**config.mk**
```make
export PLATFORM = sky130hd
export DESIGN_NAME = traffic_phase_ctrl_flat
export DESIGN_NICKNAME = d
export VERILOG_FILES = /design/src/rtl/traffic_phase_ctrl_pkg.sv /design/src/rtl/traffic_phase_ctrl_if.sv /design/src/rtl/traffic_phase_ctrl_edge_pulse.sv /design/src/rtl/traffic_phase_ctrl.sv /design/src/flat_wrapper.sv
export SDC_FILE = /design/constraint.sdc
export NUM_CORES = 1
export LEC_CHECK = 0
export CAP_MARGIN = 20
export CORE_MARGIN = 2
export CORE_UTILIZATION = 46
export CTS_BUF_LIST = sky130_fd_sc_hd__clkbuf_4 sky130_fd_sc_hd__clkbuf_8
export DETAILED_ROUTE_END_ITERATION = 8
export PLACE_DENSITY = 0.8
export SYNTH_ARGS = -nofsm -noshare
export SYNTH_HDL_FRONTEND = slang
export SYNTH_SLANG_ARGS = --single-unit
export TNS_END_PERCENT = 30
```
**constraint.sdc**
```tcl
create_clock -name clk -period 1.4 [get_ports clk]
set_input_delay 0.21 -clock clk [delete_from_list [all_inputs] [get_ports clk]]
set_output_delay 0.21 -clock clk [all_outputs]
set_load 0.02 [all_outputs]
```
**src/rtl/traffic_phase_ctrl_pkg.sv**
```systemverilog
// traffic_pkg: phase encodings, lamp patterns and default durations shared by
// the traffic phase controller and its interface. Revision 1.0.
`default_nettype none

package traffic_pkg;

  typedef enum logic [2:0] {
    ST_AR1  = 3'd0,
    ST_NS_G = 3'd1,
    ST_NS_Y = 3'd2,
    ST_AR2  = 3'd3,
    ST_EW_G = 3'd4,
    ST_EW_Y = 3'd5,
    ST_EMG  = 3'd6,
    ST_NGT  = 3'd7
  } phase_e;

  localparam logic [2:0] LAMP_R   = 3'b100;
  localparam logic [2:0] LAMP_Y   = 3'b010;
  localparam logic [2:0] LAMP_G   = 3'b001;
  localparam logic [2:0] LAMP_OFF = 3'b000;

  localparam int DEF_G_NS    = 30;
  localparam int DEF_G_EW    = 20;
  localparam int DEF_Y_TIME  = 3;
  localparam int DEF_AR_TIME = 1;

  // A zero duration would stall the countdown, so it is treated as one second.
  function automatic logic [6:0] dur_sat(input int d);
    if (d < 1) begin
      return 7'd1;
    end else if (d > 99) begin
      return 7'd99;
    end else begin
      return 7'(d);
    end
  endfunction

endpackage

`default_nettype wire

```
**src/rtl/traffic_phase_ctrl_if.sv**
```systemverilog
// traffic_phase_ctrl_if: seconds strobe, override requests and lamp/display
// outputs of the phase controller. Revision 1.0.
`default_nettype none

interface traffic_phase_ctrl_if;

  logic       sec_clk;
  logic       emerg;
  logic       night;
  logic [2:0] ns_light;
  logic [2:0] ew_light;
  logic [6:0] remain;
  logic [2:0] phase;

  modport master (
    output sec_clk, emerg, night,
    input  ns_light, ew_light, remain, phase
  );

  modport slave (
    input  sec_clk, emerg, night,
    output ns_light, ew_light, remain, phase
  );

endinterface

`default_nettype wire

```
**src/rtl/traffic_phase_ctrl_edge_pulse.sv**
```systemverilog
// edge_pulse: one-cycle pulse on each rising edge of a same-clock-domain level;
// RST_VAL sets the history bit in reset so a high input there is not an edge. Revision 1.0.
`default_nettype none

module edge_pulse #(
  parameter logic RST_VAL = 1'b1
) (
  input  wire logic clk,
  input  wire logic rst_n,
  input  wire logic i_sig,
  output logic      o_pulse
);

  logic r_d;

  always_ff @(posedge clk) begin
    if (!rst_n) begin
      r_d <= RST_VAL;
    end else begin
      r_d <= i_sig;
    end
  end

  assign o_pulse = i_sig & ~r_d;

endmodule

`default_nettype wire

```
**src/rtl/traffic_phase_ctrl.sv**
```systemverilog
// traffic_phase_ctrl: six-phase two-road light sequencer with per-phase countdown
// and emergency all-red; night flashing when NIGHT_MODE_EN is defined. Revision 1.0.
`default_nettype none

module traffic_phase_ctrl
  import traffic_pkg::*;
#(
  parameter int G_NS    = DEF_G_NS,
  parameter int G_EW    = DEF_G_EW,
  parameter int Y_TIME  = DEF_Y_TIME,
  parameter int AR_TIME = DEF_AR_TIME
) (
  input wire logic             clk,
  input wire logic             rst_n,
  traffic_phase_ctrl_if.slave  bus
);

  localparam logic [6:0] C_G_NS = dur_sat(G_NS);
  localparam logic [6:0] C_G_EW = dur_sat(G_EW);
  localparam logic [6:0] C_Y    = dur_sat(Y_TIME);
  localparam logic [6:0] C_AR   = dur_sat(AR_TIME);

  function automatic phase_e next_phase(input phase_e s);
    case (s)
      ST_AR1:  return ST_NS_G;
      ST_NS_G: return ST_NS_Y;
      ST_NS_Y: return ST_AR2;
      ST_AR2:  return ST_EW_G;
      ST_EW_G: return ST_EW_Y;
      default: return ST_AR1;
    endcase
  endfunction

  function automatic logic [6:0] phase_dur(input phase_e s);
    case (s)
      ST_NS_G:         return C_G_NS;
      ST_EW_G:         return C_G_EW;
      ST_NS_Y, ST_EW_Y: return C_Y;
      default:         return C_AR;
    endcase
  endfunction

  logic       w_tick;
  phase_e     r_state, w_nxt_state, w_adv;
  logic [6:0] r_cnt, w_nxt_cnt;
  logic [2:0] r_ns, r_ew, w_ns, w_ew;
  logic [6:0] r_remain;
  logic [2:0] r_phase;
`ifdef NIGHT_MODE_EN
  logic       r_blink, w_nxt_blink;
`endif

  edge_pulse #(.RST_VAL(1'b1)) u_sec_edge (
    .clk     (clk),
    .rst_n   (rst_n),
    .i_sig   (bus.sec_clk),
    .o_pulse (w_tick)
  );

  assign w_adv = next_phase(r_state);

  // Priority is emergency, then night, then the seconds tick.
  always_comb begin
    w_nxt_state = r_state;
    w_nxt_cnt   = r_cnt;
`ifdef NIGHT_MODE_EN
    w_nxt_blink = r_blink;
`endif
    if (bus.emerg) begin
      w_nxt_state = ST_EMG;
      w_nxt_cnt   = 7'd0;
    end
`ifdef NIGHT_MODE_EN
    else if (bus.night) begin
      w_nxt_state = ST_NGT;
      w_nxt_cnt   = 7'd0;
      if (r_state != ST_NGT) begin
        w_nxt_blink = 1'b0;
      end else if (w_tick) begin
        w_nxt_blink = ~r_blink;
      end
    end
`endif
    else begin
      case (r_state)
        ST_EMG, ST_NGT: begin
          w_nxt_state = ST_AR1;
          w_nxt_cnt   = C_AR;
        end
        default: begin
          if (w_tick) begin
            if (r_cnt <= 7'd1) begin
              w_nxt_state = w_adv;
              w_nxt_cnt   = phase_dur(w_adv);
            end else begin
              w_nxt_cnt = r_cnt - 7'd1;
            end
          end
        end
      endcase
    end
  end

  // Lamps come from the next state so they move on the same edge as the phase.
  always_comb begin
    w_ns = LAMP_R;
    w_ew = LAMP_R;
    case (w_nxt_state)
      ST_NS_G: w_ns = LAMP_G;
      ST_NS_Y: w_ns = LAMP_Y;
      ST_EW_G: w_ew = LAMP_G;
      ST_EW_Y: w_ew = LAMP_Y;
      ST_NGT: begin
`ifdef NIGHT_MODE_EN
        w_ns = w_nxt_blink ? LAMP_Y : LAMP_OFF;
        w_ew = w_nxt_blink ? LAMP_Y : LAMP_OFF;
`endif
      end
      default: ;
    endcase
  end

  always_ff @(posedge clk) begin
    if (!rst_n) begin
      r_state  <= ST_AR1;
      r_cnt    <= C_AR;
      r_ns     <= LAMP_R;
      r_ew     <= LAMP_R;
      r_remain <= C_AR;
      r_phase  <= ST_AR1;
`ifdef NIGHT_MODE_EN
      r_blink  <= 1'b0;
`endif
    end else begin
      r_state  <= w_nxt_state;
      r_cnt    <= w_nxt_cnt;
      r_ns     <= w_ns;
      r_ew     <= w_ew;
      r_remain <= w_nxt_cnt;
      r_phase  <= w_nxt_state;
`ifdef NIGHT_MODE_EN
      r_blink  <= w_nxt_blink;
`endif
    end
  end

  assign bus.ns_light = r_ns;
  assign bus.ew_light = r_ew;
  assign bus.remain   = r_remain;
  assign bus.phase    = r_phase;

endmodule

`default_nettype wire

```
**src/flat_wrapper.sv**
```systemverilog
// flat-port wrapper written by rule: the top's interface ports become plain ports
module traffic_phase_ctrl_flat import traffic_pkg::*;
#(
  parameter int G_NS    = DEF_G_NS,
  parameter int G_EW    = DEF_G_EW,
  parameter int Y_TIME  = DEF_Y_TIME,
  parameter int AR_TIME = DEF_AR_TIME
)
  (clk, rst_n, bus_sec_clk, bus_emerg, bus_night, bus_ns_light, bus_ew_light, bus_remain, bus_phase);
  traffic_phase_ctrl_if bus_i ();
  input wire logic clk;
  input wire logic rst_n;
  input wire logic [$bits(bus_i.sec_clk)-1:0] bus_sec_clk;
  input wire logic [$bits(bus_i.emerg)-1:0] bus_emerg;
  input wire logic [$bits(bus_i.night)-1:0] bus_night;
  output wire logic [$bits(bus_i.ns_light)-1:0] bus_ns_light;
  output wire logic [$bits(bus_i.ew_light)-1:0] bus_ew_light;
  output wire logic [$bits(bus_i.remain)-1:0] bus_remain;
  output wire logic [$bits(bus_i.phase)-1:0] bus_phase;
  assign bus_i.sec_clk = bus_sec_clk;
  assign bus_i.emerg = bus_emerg;
  assign bus_i.night = bus_night;
  assign bus_ns_light = bus_i.ns_light;
  assign bus_ew_light = bus_i.ew_light;
  assign bus_remain = bus_i.remain;
  assign bus_phase = bus_i.phase;
  traffic_phase_ctrl #(.G_NS(G_NS), .G_EW(G_EW), .Y_TIME(Y_TIME), .AR_TIME(AR_TIME)) u_core (.clk(clk), .rst_n(rst_n), .bus(bus_i));
endmodule
```
# Word-level counts from Yosys, hierarchy flattened
# Index checks and enable logic that the tools add are counted.
[word_totals]
ff_bits = 17
latch_bits = 0
mem_bits_rw = 0
mem_bits_ro = 0
input_bits = 5
memories = 0
[op_classes]
n_addsub = 1
n_mul = 0
div = 0
n_lt_le_gt_ge = 1
n_eq_ne = 14
shift = 0
n_mux = 12
bitwise = 3
reduce_logical = 5
[ops]
columns = ["op", "count"]
rows = [
  ["3-bit == test (second input constant)", 7],
  ["3-bit case mux with 5 select lines", 1],
  ["5-bit case mux with 3 select lines", 1],
  ["3-bit by 2-bit == test with 1-bit output (second input constant)", 4],
  ["3-bit two-way mux", 4],
  ["3-bit case mux with 2 select lines", 2],
  ["3-bit by 1-bit == test with 1-bit output (second input constant)", 3],
  ["7-bit by 1-bit less-or-equal comparator with 1-bit output (second input constant)", 1],
  ["7-bit two-way mux", 1],
  ["7-bit by 1-bit subtractor with 7-bit output (second input constant)", 1],
  ["2-bit OR reduction", 2],
  ["4-bit OR reduction", 1],
  ["3-bit logical NOT", 1],
  ["1-bit two-way mux", 3],
  ["3-bit nonzero test", 1],
  ["1-bit NOT", 2],
  ["1-bit AND", 1],
]

# Logic depth before layout (Yosys ltp)
[logic_depth]
ltp_word = 9
depth_mapped = 6

# Hierarchy
# Synthesis repeated with hierarchy kept, for this count alone.
[hier_totals]
hier_cells = 107
area_unflattened_um2 = 958.4
[by_module_without_submodules]
columns = ["module", "instances", "cells_each", "area_each_um2"]
rows = [
  ["traffic_phase_ctrl", 1, 104, 918.4],
  ["edge_pulse", 1, 3, 40.0],
]

# Worst setup path after synthesis
# OpenSTA, ideal clock, no wires.
[synth_timing]
path_kind = "reg2reg"
startpoint = "reg u_core.r_cnt[1]"
endpoint = "reg u_core.r_cnt[6]"
setup_time_ns = 0.070
t_arrival_ns = 1.643
required_time_ns = 1.330
setup_slack_ns = -0.313
stages_incl_launch_ff = 7
n_path_buf = 0
period_less_slack_ns = 1.713
path_cell_list = "dfxtp_1 > inv_1 > ha_1 > o21bai_4 > nand2_1 > or3b_2 > a21oi_1"
[synth_via]
elab_chain_len = 2
[synth_lines]
columns = ["item", "line", "text"]
rows = [
  ["from (decl)", "traffic_phase_ctrl.sv:45", "logic [6:0] r_cnt, w_nxt_cnt;"],
  ["from (signal assigned)", "traffic_phase_ctrl.sv:136", "r_cnt <= w_nxt_cnt;"],
  ["7-bit by 1-bit subtractor with 7-bit output or 7-bit by 1-bit less-or-equal comparator with 1-bit output (tied branches)", "traffic_phase_ctrl.sv:96, traffic_phase_ctrl.sv:92", ""],
  ["7-bit two-way mux (*)", "traffic_phase_ctrl.sv:92", "if (r_cnt <= 7'd1) begin"],
]
# Every way passes the cells marked *; elsewhere a longest branch is shown, timed or not.
# A chain may end at the register's enable or synchronous reset.

# Worst setup path in the final report
[layout_timing]
startpoint = "in bus_sec_clk"
endpoint = "reg u_core.r_cnt[0]"
[layout_via]
elab_chain_len = 2
[layout_lines]
columns = ["item", "line", "text"]
rows = [
  ["from (decl)", "flat_wrapper.sv:13", "input wire logic [$bits(bus_i.sec_clk)-1:0] bus_sec_clk;"],
  ["1-bit AND", "traffic_phase_ctrl_edge_pulse.sv:24", "assign o_pulse = i_sig & ~r_d;"],
  ["3-bit nonzero test (no line)", "-", ""],
]
# No other way between the ends.

==> flow_metrics.env <==
export IMPL_clk_latency_ps=290
export IMPL_start_util_pct=47.5
export IMPL_yosysUniqueCellTypes=39
export IMPL_drc=0
export IMPL_min_period_over_period_pct=112
export IMPL_synth_avg_cell_area_um2=8.94
export IMPL_syn_nets=108
export IMPL_synth_top_area_share_pct=37.7
export IMPL_gp_congestion=0.925
export IMPL_synthCells=101
export IMPL_path_max_fanout=5
export IMPL_firstDrtPassIters=4
export IMPL_placed_cells=168
export IMPL_grt_overflow_total=0
export IMPL_crit_type="in2reg"
export IMPL_synth_warnings=0
export IMPL_stdcell_area_mm2=0.00143
export IMPL_layout_drive_gt1_share_pct=43.8
export IMPL_max_freq_ghz=0.636
export IMPL_synthTopCellsByArea="dfxtp_1 38%, nand2b_1 4.8%, nand2_1 4.2%, nor2_1 4.2%, a211oi_1 3.3%"
export IMPL_grt_max_degree=11
export IMPL_finClkSkew_ps=6.60
export IMPL_critPathLaunchType="primary input"
export IMPL_maxSlewViolCount=0
export IMPL_worst_pin_slew_ps=411
export IMPL_cp_arrival_ps=1750
export IMPL_num_vias=966
export IMPL_p_total_mw=1.21
export IMPL_chipWidth_um=48.3
export IMPL_period_needed_ps=1570
export IMPL_status="finished with violations"
export IMPL_leakage_nw=0.595
export IMPL_synth_flop_cell="dfxtp_1"
export IMPL_synth_top_cells_by_count="17 x dfxtp_1, 10 x nand2_1, 10 x nor2_1, 7 x nand2b_1, 5 x nand3_1"
export IMPL_drtIter0Drc=44
export IMPL_cts_buffer_depth=2
export IMPL_ir_worst_vdd_v=0.000567
export IMPL_synth_largest_area_cell="dfxtp_1"
export IMPL_setup_viol=14
export IMPL_hold_slack_ps=540
export IMPL_ant_nets=0
export IMPL_grt_pass1_wl_mm=4.40
export IMPL_synth_seq_area_share_pct=37.7
export IMPL_viasPerCell=5.58
export IMPL_io_pins=21
export IMPL_clk_pin_slew_ps=110
export IMPL_cts_sinks=17
export IMPL_end_kind="flip-flop"
export IMPL_htree_levels=1
export IMPL_synth_most_common_cell="dfxtp_1"
export IMPL_nFillCells=130
export IMPL_coreArea_mm2=0.00190
export IMPL_grt_antenna_before_repair=0
export IMPL_layout_setup_ws_ps=-173
export IMPL_final_nets=154
export IMPL_violations="setup timing"
export IMPL_hold_viol=0
export IMPL_cts_tree="done"
export IMPL_dpl_worst_slack_ps=-343
export IMPL_required_ps=1580
export IMPL_root_buffer="clkbuf_4"
export IMPL_dpl_instance_area_mm2=0.00134
export IMPL_maxCapViolations=0
export IMPL_yosys_register_bits=17
export IMPL_wl_per_cell_um=15.8
export IMPL_ctsHoldBuffers=0
export IMPL_hpwl_mm=1.92
export IMPL_cts_made_buffers=3
export IMPL_synthArstFlopShare_pct=0
export IMPL_dieArea_mm2=0.00233
export IMPL_portBuffers=19
export IMPL_synth_edf_count=0
export IMPL_relSlewSlack_pct=72.5
export IMPL_hp_class="reg2reg"
export IMPL_synth_area_um2=903
export IMPL_grtUsageTotal_pct=24.2
export IMPL_antenna_cells=0
export IMPL_area_delta_synth_final_pct=58.0
export IMPL_wl_mm=2.74
export IMPL_rows=16
export IMPL_rsz0062_at_grt="yes"
export IMPL_grt_pass1_vias=952
export IMPL_die_y_um=48.3
export IMPL_setup_tns_ps=-1180
export IMPL_fin_util_pct=75.1
export IMPL_cellPowerDensity_mw_per_mm2=851
export IMPL_stdcell_count=173
[final timing paths]
kind | from | endpoint | slack (ps) | cells after the start
worst max-delay path | bus_sec_clk | u_core.r_cnt[0] | -170 | 6
worst min-delay path | u_core.r_cnt[6] | u_core.r_cnt[6] | 540 | 2
worst max register to register | u_core.r_cnt[1] | u_core.r_state[1] | -90 | 6
worst min register to register | u_core.r_cnt[6] | u_core.r_cnt[6] | 540 | 2
[per-layer routing]
layer  vias up  wire length, µm  GRT usage (%)
met5         -                0              0
li1        456                -              -
met4         0               78           10.5
met1       459             1110           28.9
met3        11              139           3.40
met2        40             1410           43.3
[critical path: stages]
cell,delay [ps]
clkdlybuf4s50_1,520
nor2b_1,390
buf_4,200
and4_1,220
mux2_4,160
a211oi_2,40
[timing repair]
| action | in CTS | in global routing |
|---|---|---|
| gates resized for setup | 23 | 16 |
| pin swaps | 1 | 6 |
| endpoints found under the setup margin | 30 | 18 |
| buffers inserted | 0 | 1 |
[kinds of logic after synthesis]
kind of cell / Yosys count / share of synthesized area, %
fa+ha+maj: 2 / 2.77
mux: 3 / 3.46
flops: 17 / 37.7
buf+inv: 6 / 2.77
xor+xnor: 2 / 1.94
compound gates: 20 / 16.6
simple gates: 51 / 34.8
[placed cells by master, fill, tap and decap left out, types with 2 or more instances in the layout]
cell type        netlist  routed
dfxtp_2                0       3
o21a_1                 3       3
dlygate4sd2_1          0      13
nand2b_1               7       7
nand3_1                5       3
nor2_1                10      10
a21oi_1                3       2
dfxtp_1               17      11
clkbuf_4               0       3
a211oi_2               0       3
o31ai_1                2       2
nand2_1               10       9
clkdlybuf4s50_1        0       3
clkbuf_2               1       2
nor3_1                 2       2
buf_6                  0       2
xor2_1                 2       2
a31oi_1                2       2
buf_4                  0      23
nand3_2                0       2
dfxtp_4                0       3
[power by group]
part	internal (mW)	total, mW	switching (mW)
Sequential	0.505	0.533	0.0279
Clock	0.106	0.269	0.162
Combinational	0.198	0.413	0.215
Total	0.810	1.21	0.405
[flip-flops by register name (all words and copies together) (netlist names)]
signal                 count
u_core.r_state             3
u_core.bus.ew_light        3
u_core.bus.ns_light        3
u_core.u_sec_edge.r_d      1
u_core.r_cnt               7
[cell type report]
| cell class | instances | area [µm²] | area share (%) |
|---|---|---|---|
| multi-input cells | 78 | 638 | 44.7 |
| repair buffers | 44 | 359 | 25.2 |
| flip-flops and latches | 17 | 355 | 24.9 |
| well taps | 27 | 33.8 | 2.37 |
| clock buffers | 3 | 22.5 | 1.58 |
| inverters | 3 | 13.8 | 0.964 |
| clock inverters | 1 | 5.00 | 0.351 |
(Power assumes the default switching activity.)
